File: config.mk
export PLATFORM = sky130hd
export DESIGN_NAME = instr_fetch
export DESIGN_NICKNAME = d
export VERILOG_FILES = /design/src/rtl/instr_fetch_pkg.sv /design/src/rtl/instr_fetch_hazard_check.sv /design/src/rtl/instr_fetch.sv
export SDC_FILE = /design/constraint.sdc
export NUM_CORES = 1
export LEC_CHECK = 0
export BUFFER_PORTS_ARGS = -buffer_cell sky130_fd_sc_hd__buf_4
export CAP_MARGIN = 20
export CORE_UTILIZATION = 60
export CTS_CLUSTER_DIAMETER = 150
export DETAILED_ROUTE_END_ITERATION = 12
export PLACE_DENSITY = 0.77
export SLEW_MARGIN = 20
export SYNTH_ARGS = -nofsm -noshare
export SYNTH_HDL_FRONTEND = slang
export SYNTH_HIERARCHICAL = 1
export SYNTH_SLANG_ARGS = --single-unit
File: constraint.sdc
create_clock -name clk -period 11.9 [get_ports clk]
set_input_delay 0.595 -clock clk [delete_from_list [all_inputs] [get_ports clk]]
set_output_delay 0.595 -clock clk [all_outputs]
set_load 0.01 [all_outputs]
File: src/rtl/instr_fetch_pkg.sv
// ============================================================
// Module : instr_fetch_pkg
// Brief  : Opcodes, FSM states and instruction field positions.
// Rev    : 1.0
// ============================================================
`default_nettype none

package instr_fetch_pkg;

  localparam int c_OPC_LSB = 0;
  localparam int c_OPC_MSB = 5;
  localparam int c_A1_LSB  = 6;
  localparam int c_A1_MSB  = 10;
  localparam int c_A2_LSB  = 11;
  localparam int c_A2_MSB  = 15;
  localparam int c_A3_LSB  = 16;
  localparam int c_A3_MSB  = 20;

  localparam logic [5:0] c_OP_ADD = 6'd1;
  localparam logic [5:0] c_OP_XOR = 6'd2;
  localparam logic [5:0] c_OP_OR  = 6'd3;
  localparam logic [5:0] c_OP_MIN = 6'd4;
  localparam logic [5:0] c_OP_AND = 6'd5;
  localparam logic [5:0] c_OP_SUB = 6'd6;
  localparam logic [5:0] c_OP_MAX = 6'd7;
  localparam logic [5:0] c_OP_NEG = 6'd8;
  localparam logic [5:0] c_OP_AVG = 6'd11;
  localparam logic [5:0] c_OP_ABS = 6'd13;
  localparam logic [5:0] c_OP_NOT = 6'd15;

  typedef enum logic [1:0] {
    S_IDLE  = 2'd0,
    S_RUN   = 2'd1,
    S_DRAIN = 2'd2
  } state_t;

  function automatic logic op_is_valid(input logic [5:0] op);
    case (op)
      c_OP_ADD, c_OP_XOR, c_OP_OR, c_OP_MIN, c_OP_AND, c_OP_SUB,
      c_OP_MAX, c_OP_NEG, c_OP_AVG, c_OP_ABS, c_OP_NOT: op_is_valid = 1'b1;
      default:                                           op_is_valid = 1'b0;
    endcase
  endfunction

  // Unary operations read only addr1.
  function automatic logic op_uses_src2(input logic [5:0] op);
    op_uses_src2 = op_is_valid(op) &&
                   !(op == c_OP_NEG || op == c_OP_ABS || op == c_OP_NOT);
  endfunction

endpackage

`default_nettype wire

File: src/rtl/instr_fetch_hazard_check.sv
// ============================================================
// Module : instr_fetch_hazard_check
// Brief  : Recent-destination history and source-operand compare.
// Rev    : 1.0
// ============================================================
`default_nettype none

module instr_fetch_hazard_check #(
  parameter int HAZARD_WINDOW = 2
) (
  input  logic       clk,
  input  logic       rst_n,
  input  logic       clear,
  input  logic       shift,
  input  logic       push_valid,
  input  logic [4:0] push_addr,
  input  logic [4:0] src1,
  input  logic [4:0] src2,
  input  logic       use_src2,
  output logic       hazard
);

  logic [HAZARD_WINDOW-1:0] r_vld;
  logic [4:0]               r_addr [HAZARD_WINDOW];
  logic [HAZARD_WINDOW-1:0] w_hit;

  // Entry 0 is the most recently issued slot.
  always_ff @(posedge clk or negedge rst_n) begin
    if (!rst_n) begin
      r_vld <= '0;
      for (int i = 0; i < HAZARD_WINDOW; i++) r_addr[i] <= '0;
    end else if (clear) begin
      r_vld <= '0;
    end else if (shift) begin
      for (int i = HAZARD_WINDOW - 1; i > 0; i--) begin
        r_vld[i]  <= r_vld[i-1];
        r_addr[i] <= r_addr[i-1];
      end
      r_vld[0]  <= push_valid;
      r_addr[0] <= push_addr;
    end
  end

  generate
    for (genvar i = 0; i < HAZARD_WINDOW; i++) begin : g_cmp
      assign w_hit[i] = r_vld[i] &&
                        ((r_addr[i] == src1) || (use_src2 && (r_addr[i] == src2)));
    end
  endgenerate

  assign hazard = |w_hit;

endmodule

`default_nettype wire

File: src/rtl/instr_fetch.sv
// ============================================================
// Module : instr_fetch
// Brief  : Program memory, fetch FSM and hazard-bubble issue.
// Rev    : 1.0
// ============================================================
`default_nettype none

module instr_fetch
  import instr_fetch_pkg::*;
#(
  parameter int DEPTH         = 32,
  parameter int HAZARD_WINDOW = 2
) (
  input  logic        clk,
  input  logic        rst_n,
  input  logic        load_en,
  input  logic [4:0]  load_addr,
  input  logic [31:0] load_data,
  input  logic        start,
  input  logic [4:0]  prog_len,
  output logic [31:0] instruction,
  output logic        issue_valid,
  output logic [4:0]  pc,
  output logic        busy,
  output logic        done
);

  localparam int              c_CW         = $clog2(HAZARD_WINDOW + 1);
  localparam logic [c_CW-1:0] c_DRAIN_LAST = c_CW'(HAZARD_WINDOW);

  state_t            r_state;
  state_t            w_state_nxt;
  logic [31:0]       r_mem [DEPTH];
  logic [4:0]        r_prog_len;
  logic [c_CW-1:0]   r_drain_cnt;

  logic [31:0] w_fetch;
  logic [5:0]  w_opc;
  logic        w_op_ok;
  logic        w_use_src2;
  logic        w_hazard;
  logic        w_start_acc;
  logic        w_last;
  logic [31:0] w_issue;
  logic        w_issue_vld;
  logic        w_adv;
  logic        w_push_vld;
  logic        w_shift;
  logic        w_clear;

  assign w_fetch     = r_mem[pc];
  assign w_opc       = w_fetch[c_OPC_MSB:c_OPC_LSB];
  assign w_op_ok     = op_is_valid(w_opc);
  assign w_use_src2  = op_uses_src2(w_opc);
  assign w_start_acc = (r_state == S_IDLE) && start;
  assign w_last      = (pc == r_prog_len);
  assign busy        = (r_state != S_IDLE);

  // Loads only while idle; a simultaneous start takes priority.
  always_ff @(posedge clk) begin
    if ((r_state == S_IDLE) && load_en && !start)
      r_mem[load_addr] <= load_data;
  end

  instr_fetch_hazard_check #(
    .HAZARD_WINDOW (HAZARD_WINDOW)
  ) u_hazard (
    .clk        (clk),
    .rst_n      (rst_n),
    .clear      (w_clear),
    .shift      (w_shift),
    .push_valid (w_push_vld),
    .push_addr  (w_fetch[c_A3_MSB:c_A3_LSB]),
    .src1       (w_fetch[c_A1_MSB:c_A1_LSB]),
    .src2       (w_fetch[c_A2_MSB:c_A2_LSB]),
    .use_src2   (w_use_src2),
    .hazard     (w_hazard)
  );

  always_ff @(posedge clk or negedge rst_n) begin
    if (!rst_n) r_state <= S_IDLE;
    else        r_state <= w_state_nxt;
  end

  always_comb begin
    w_state_nxt = r_state;
    case (r_state)
      S_IDLE:  if (start) w_state_nxt = S_RUN;
      S_RUN:   if (w_adv && w_last) w_state_nxt = S_DRAIN;
      S_DRAIN: if (r_drain_cnt == c_DRAIN_LAST) w_state_nxt = S_IDLE;
      default: w_state_nxt = S_IDLE;
    endcase
  end

  // Illegal opcodes are skipped as bubbles and never become producers.
  always_comb begin
    w_issue     = '0;
    w_issue_vld = 1'b0;
    w_adv       = 1'b0;
    w_push_vld  = 1'b0;
    w_shift     = 1'b0;
    w_clear     = 1'b0;
    case (r_state)
      S_IDLE: w_clear = start;
      S_RUN: begin
        w_shift = 1'b1;
        if (!w_op_ok) begin
          w_adv = 1'b1;
        end else if (!w_hazard) begin
          w_adv       = 1'b1;
          w_issue     = w_fetch;
          w_issue_vld = 1'b1;
          w_push_vld  = 1'b1;
        end
      end
      S_DRAIN: w_shift = 1'b1;
      default: ;
    endcase
  end

  // pc parks on the last index so prog_len=31 never wraps.
  always_ff @(posedge clk or negedge rst_n) begin
    if (!rst_n) begin
      instruction <= '0;
      issue_valid <= 1'b0;
      pc          <= '0;
      done        <= 1'b0;
      r_prog_len  <= '0;
      r_drain_cnt <= '0;
    end else begin
      instruction <= w_issue;
      issue_valid <= w_issue_vld;
      done        <= (r_state == S_DRAIN) && (w_state_nxt == S_IDLE);
      r_drain_cnt <= (r_state == S_DRAIN) ? r_drain_cnt + 1'b1 : '0;
      if (w_start_acc) begin
        r_prog_len <= prog_len;
        pc         <= '0;
      end else if (w_adv && !w_last) begin
        pc <= pc + 5'd1;
      end
    end
  end

endmodule

`default_nettype wire

==> results.yml <==
status:
  outcome: "finished clean"
worst_setup_path:
  cp-start-kind: "flip-flop"
  crit_top_cell: "buf_4"
  cpPeakStageDelay_ns: 1.04
  crit_slowest_cell: "dfrtp_4"
  critPathKind: "flip-flop to flip-flop"
  path_cells: "buf_4, buf_4, mux4_2, a22oi_1, a22oi_1, inv_1, ha_1, a21boi_0, o21ai_0, o311a_1, o31a_1, nand4_1, nand4_1, nand3b_1, buf_4, nor2_1"
  ff2ff_path_depth: 16
  worst-path-buf-inv: 4
  crit_family: "buffers and inverters"
  required_ns: 12.44
  worstSetupEndpointType: "flip-flop"
  critical_path.max_fanout: 47
  cp_num_cells: 16
  worstPathArrival_ns: 7.22
timing:
  maxSlewViolCount: 0
  hold_viol_final: 0
  setup_ws_ns: 5.22
  period_share_pct: 56.1
  slew_headroom_pct: 31.6
  setup_viol: 0
  fin_tns_setup_ns: 0
  max_slew.worst_pin.slew_ns: 1.02
  rsz0062_at_grt: "no"
  fin_crit_ns: 6.68
  fmax_mhz: 150
  skew_ns: 0.0380
yosys:
  synthCells: 1791
  synthXorXnorAreaFrac_pct: 0.526
  synth_warnings: 6
  synthMuxAreaShare_pct: 17.9
  synth-simple-area-share_pct: 2.03
  synth_fa_ha_area_share_pct: 0.270
  netlist_area_um2: 41700
  synth_compound_area_share_pct: 0.724
  synth_seq_cells: 1084
  synth_cell_types: 50
  ys_seq_area_share_pct: 77.4
  synth_top_family_by_area: "multiplexers"
  syn_area_per_cell_um2: 23.3
clock_tree:
  clockBufferDepth: 3
  postCtsSetupBuffers: 0
  root_buffer: "clkbuf_16"
  cts_resized: 0
  tritoncts.num_buffers: 101
  cts_tree: "built"
  clkSinkCount: 1084
  cts_hold_buf: 0
  clk_latency_ns: 0.67
  clkTransAtPathRegs_ns: 0.06
  cts_max_level: 3
route:
  drc_errors: 0
  route.met3.wl_um: 11500
  first_pass_iters: 6
  wirelength_um: 104000
  drt_iter0_drc: 2948
  antenna_left: 0
  wl_met1_um: 37300
  dr_wl_met2_um: 51400
  vias_per_cell: 6.83
  highest_layer: "met4"
  wl_per_cell_um: 35.3
  dr_total_vias: 20200
placement:
  hpwl_um: 48200
  dp_worst_setup_slack_ns: 5.21
  gp_congestion: 0.839
  io_buffers: 85
power:
  clkPwrFrac_pct: 33.2
  power_switching_w: 0.00256
  p_seq_share_pct: 45.9
  power_w: 0.00967
  peakVddDrop_uv: 155
  powerDensity_nw_per_um2: 206
  netSwitchingFraction_pct: 26.4
  p_int_w: 0.00712
  p_leak_nw: 14.8
  p_comb_share_pct: 20.9
floorplan:
  core-area_um2: 68600
  start_util_pct: 60.7
  die_area_um2: 70500
  ios: 86
  die_w_um: 265
  die_height_um: 265
  rows: 96
final_layout:
  diodes: 0
  nets: 1993
  nFillCells: 3974
  drive_gt1_share_pct: 31.8
  area_growth_pct: 12.6
  seq_area_um2: 32300
  multiInputGateArea_um2: 9180
grt:
  grt_pass1_wl_um: 147000
  grtUsageTotal_pct: 30.5
  grt_max_degree: 137
  grt_pass1_vias: 20700
  gr-total-overflow: 0
  antenna_found_initial: 0
worst_hold_path:
  hp-class: "primary input to asynchronous set/reset pin"
flow_run:
  cap_violations: 0
==> path summary, 6_finish.rpt <==
path	start	endpoint	slack, ns
min	rst_n	instruction[30]	0.07
max in group asynchronous	rst_n	pc[0]	11.08
max reg2reg	pc[0]	instruction[21]	5.22
min reg2reg	r_drain_cnt[0]	r_drain_cnt[0]	0.43
max	pc[0]	instruction[21]	5.22
min in group clk	prog_len[4]	r_prog_len[4]	0.17
==> flip-flops by register name (all words and copies together), names as in the netlist <==
name,flops
pc,5
u_hazard/r_vld,2
r_drain_cnt,2
r_mem,1024
r_prog_len,5
r_state,2
instruction,32
u_hazard/r_addr,10
issue_valid,1
done,1
==> synth_stat cells, drive strengths merged <==
master     n  area [um^2]
a211oi     3         22.5
a21boi     1         7.51
a21oi      4         20.0
a221oi     3         32.5
a22oi      7         52.6
and2       2         15.0
and3       2         12.5
and3b      1         8.76
buf       43          279
clkbuf    42          158
conb       1         3.75
dfrtp     60         1500
edfxtp  1024        30700
ha         9          113
inv        9         33.8
mux2      28          315
mux2i     30          300
mux4     302         6830
nand2     49          184
nand2b     5         31.3
nand3     10         50.1
nand3b     6         45.0
nand4      5         31.3
nor2      57          214
nor2b     23          144
nor3       2         10.0
nor4       4         25.0
o211ai     2         15.0
o21ai      7         35.0
o221a      1         11.3
o221ai     2         17.5
o22a       2         17.5
o22ai      3         18.8
o311a      2         20.0
o31a       1         8.76
o31ai      3         22.5
or2        2         12.5
or3        5         31.3
or3b       2         17.5
or4        2         15.0
xnor2      6         52.6
xor2      19          166
==> per-stage QoR <==
| step | area, um^2 | hold WS [ns] | std cells | util [%] |
|---|---|---|---|---|
| 2_1_floorplan | 41700 | 0.299 | 1792 | - |
| 3_3_place_gp | 43600 | 0.417 | 2766 | 63.6 |
| 3_5_place_dp | 43600 | 0.424 | 2766 | 63.6 |
| 4_1_cts | 46900 | 0.0651 | 2953 | 68.4 |
| 5_1_grt | 46900 | 0.115 | 2953 | 68.4 |
| 6_report | 46900 | 0.0737 | 2953 | 68.4 |
==> power groups by stage <==
stage                     sequential [W]  clock (W)  combinational (W)
after floorplan                  0.00441          0            0.00155
final                            0.00444    0.00321            0.00202
after detailed placement         0.00452          0            0.00199
after global placement           0.00452          0            0.00196
after global routing             0.00446    0.00337            0.00214
after CTS                        0.00444    0.00324            0.00203
==> cells by family after synthesis <==
group | count (synthesis)
multiplexers | 360
other | 1
adder cells (fa/ha/maj) | 9
AND/OR/NAND/NOR | 177
XOR/XNOR | 25
flip-flops | 1084
AO/OA/AOI/OAI | 41
buffers and inverters | 94
==> cell type report <==
type	instances	area share, %
Sequential cell	1084	68.8
Multi-Input combinational cell	614	19.6
Clock buffer	129	5.81
Tap cell	931	2.48
Timing Repair Buffer	128	2.07
Clock inverter	58	1.23
Inverter	9	0.0720
==> cell usage in the layout, fill, tap and decap left out, types with 7 or more instances in the layout <==
| master | count |
|---|---|
| mux4_2 | 294 |
| clkbuf_1 | 20 |
| inv_1 | 8 |
| nor2_4 | 32 |
| mux4_1 | 8 |
| clkinv_2 | 17 |
| ha_1 | 9 |
| nand2_1 | 49 |
| clkinvlp_4 | 8 |
| bufinv_16 | 9 |
| o21ai_0 | 7 |
| a22oi_1 | 7 |
| dfrtp_1 | 55 |
| xor2_1 | 19 |
| nand3_1 | 10 |
| clkbuf_8 | 7 |
| mux2i_1 | 30 |
| clkinv_1 | 18 |
| mux2_2 | 28 |
| clkbuf_16 | 102 |
| nor2b_1 | 23 |
| edfxtp_1 | 1024 |
| buf_4 | 127 |
| nor2_1 | 25 |
==> metal layers <==
layer,vias up,track usage (%)
met1,10700,40.9
met3,243,7.29
met4,0,12.1
li1,7831,-
met5,-,0
met2,1438,48.9
Power figures use the tool's default switching activity.
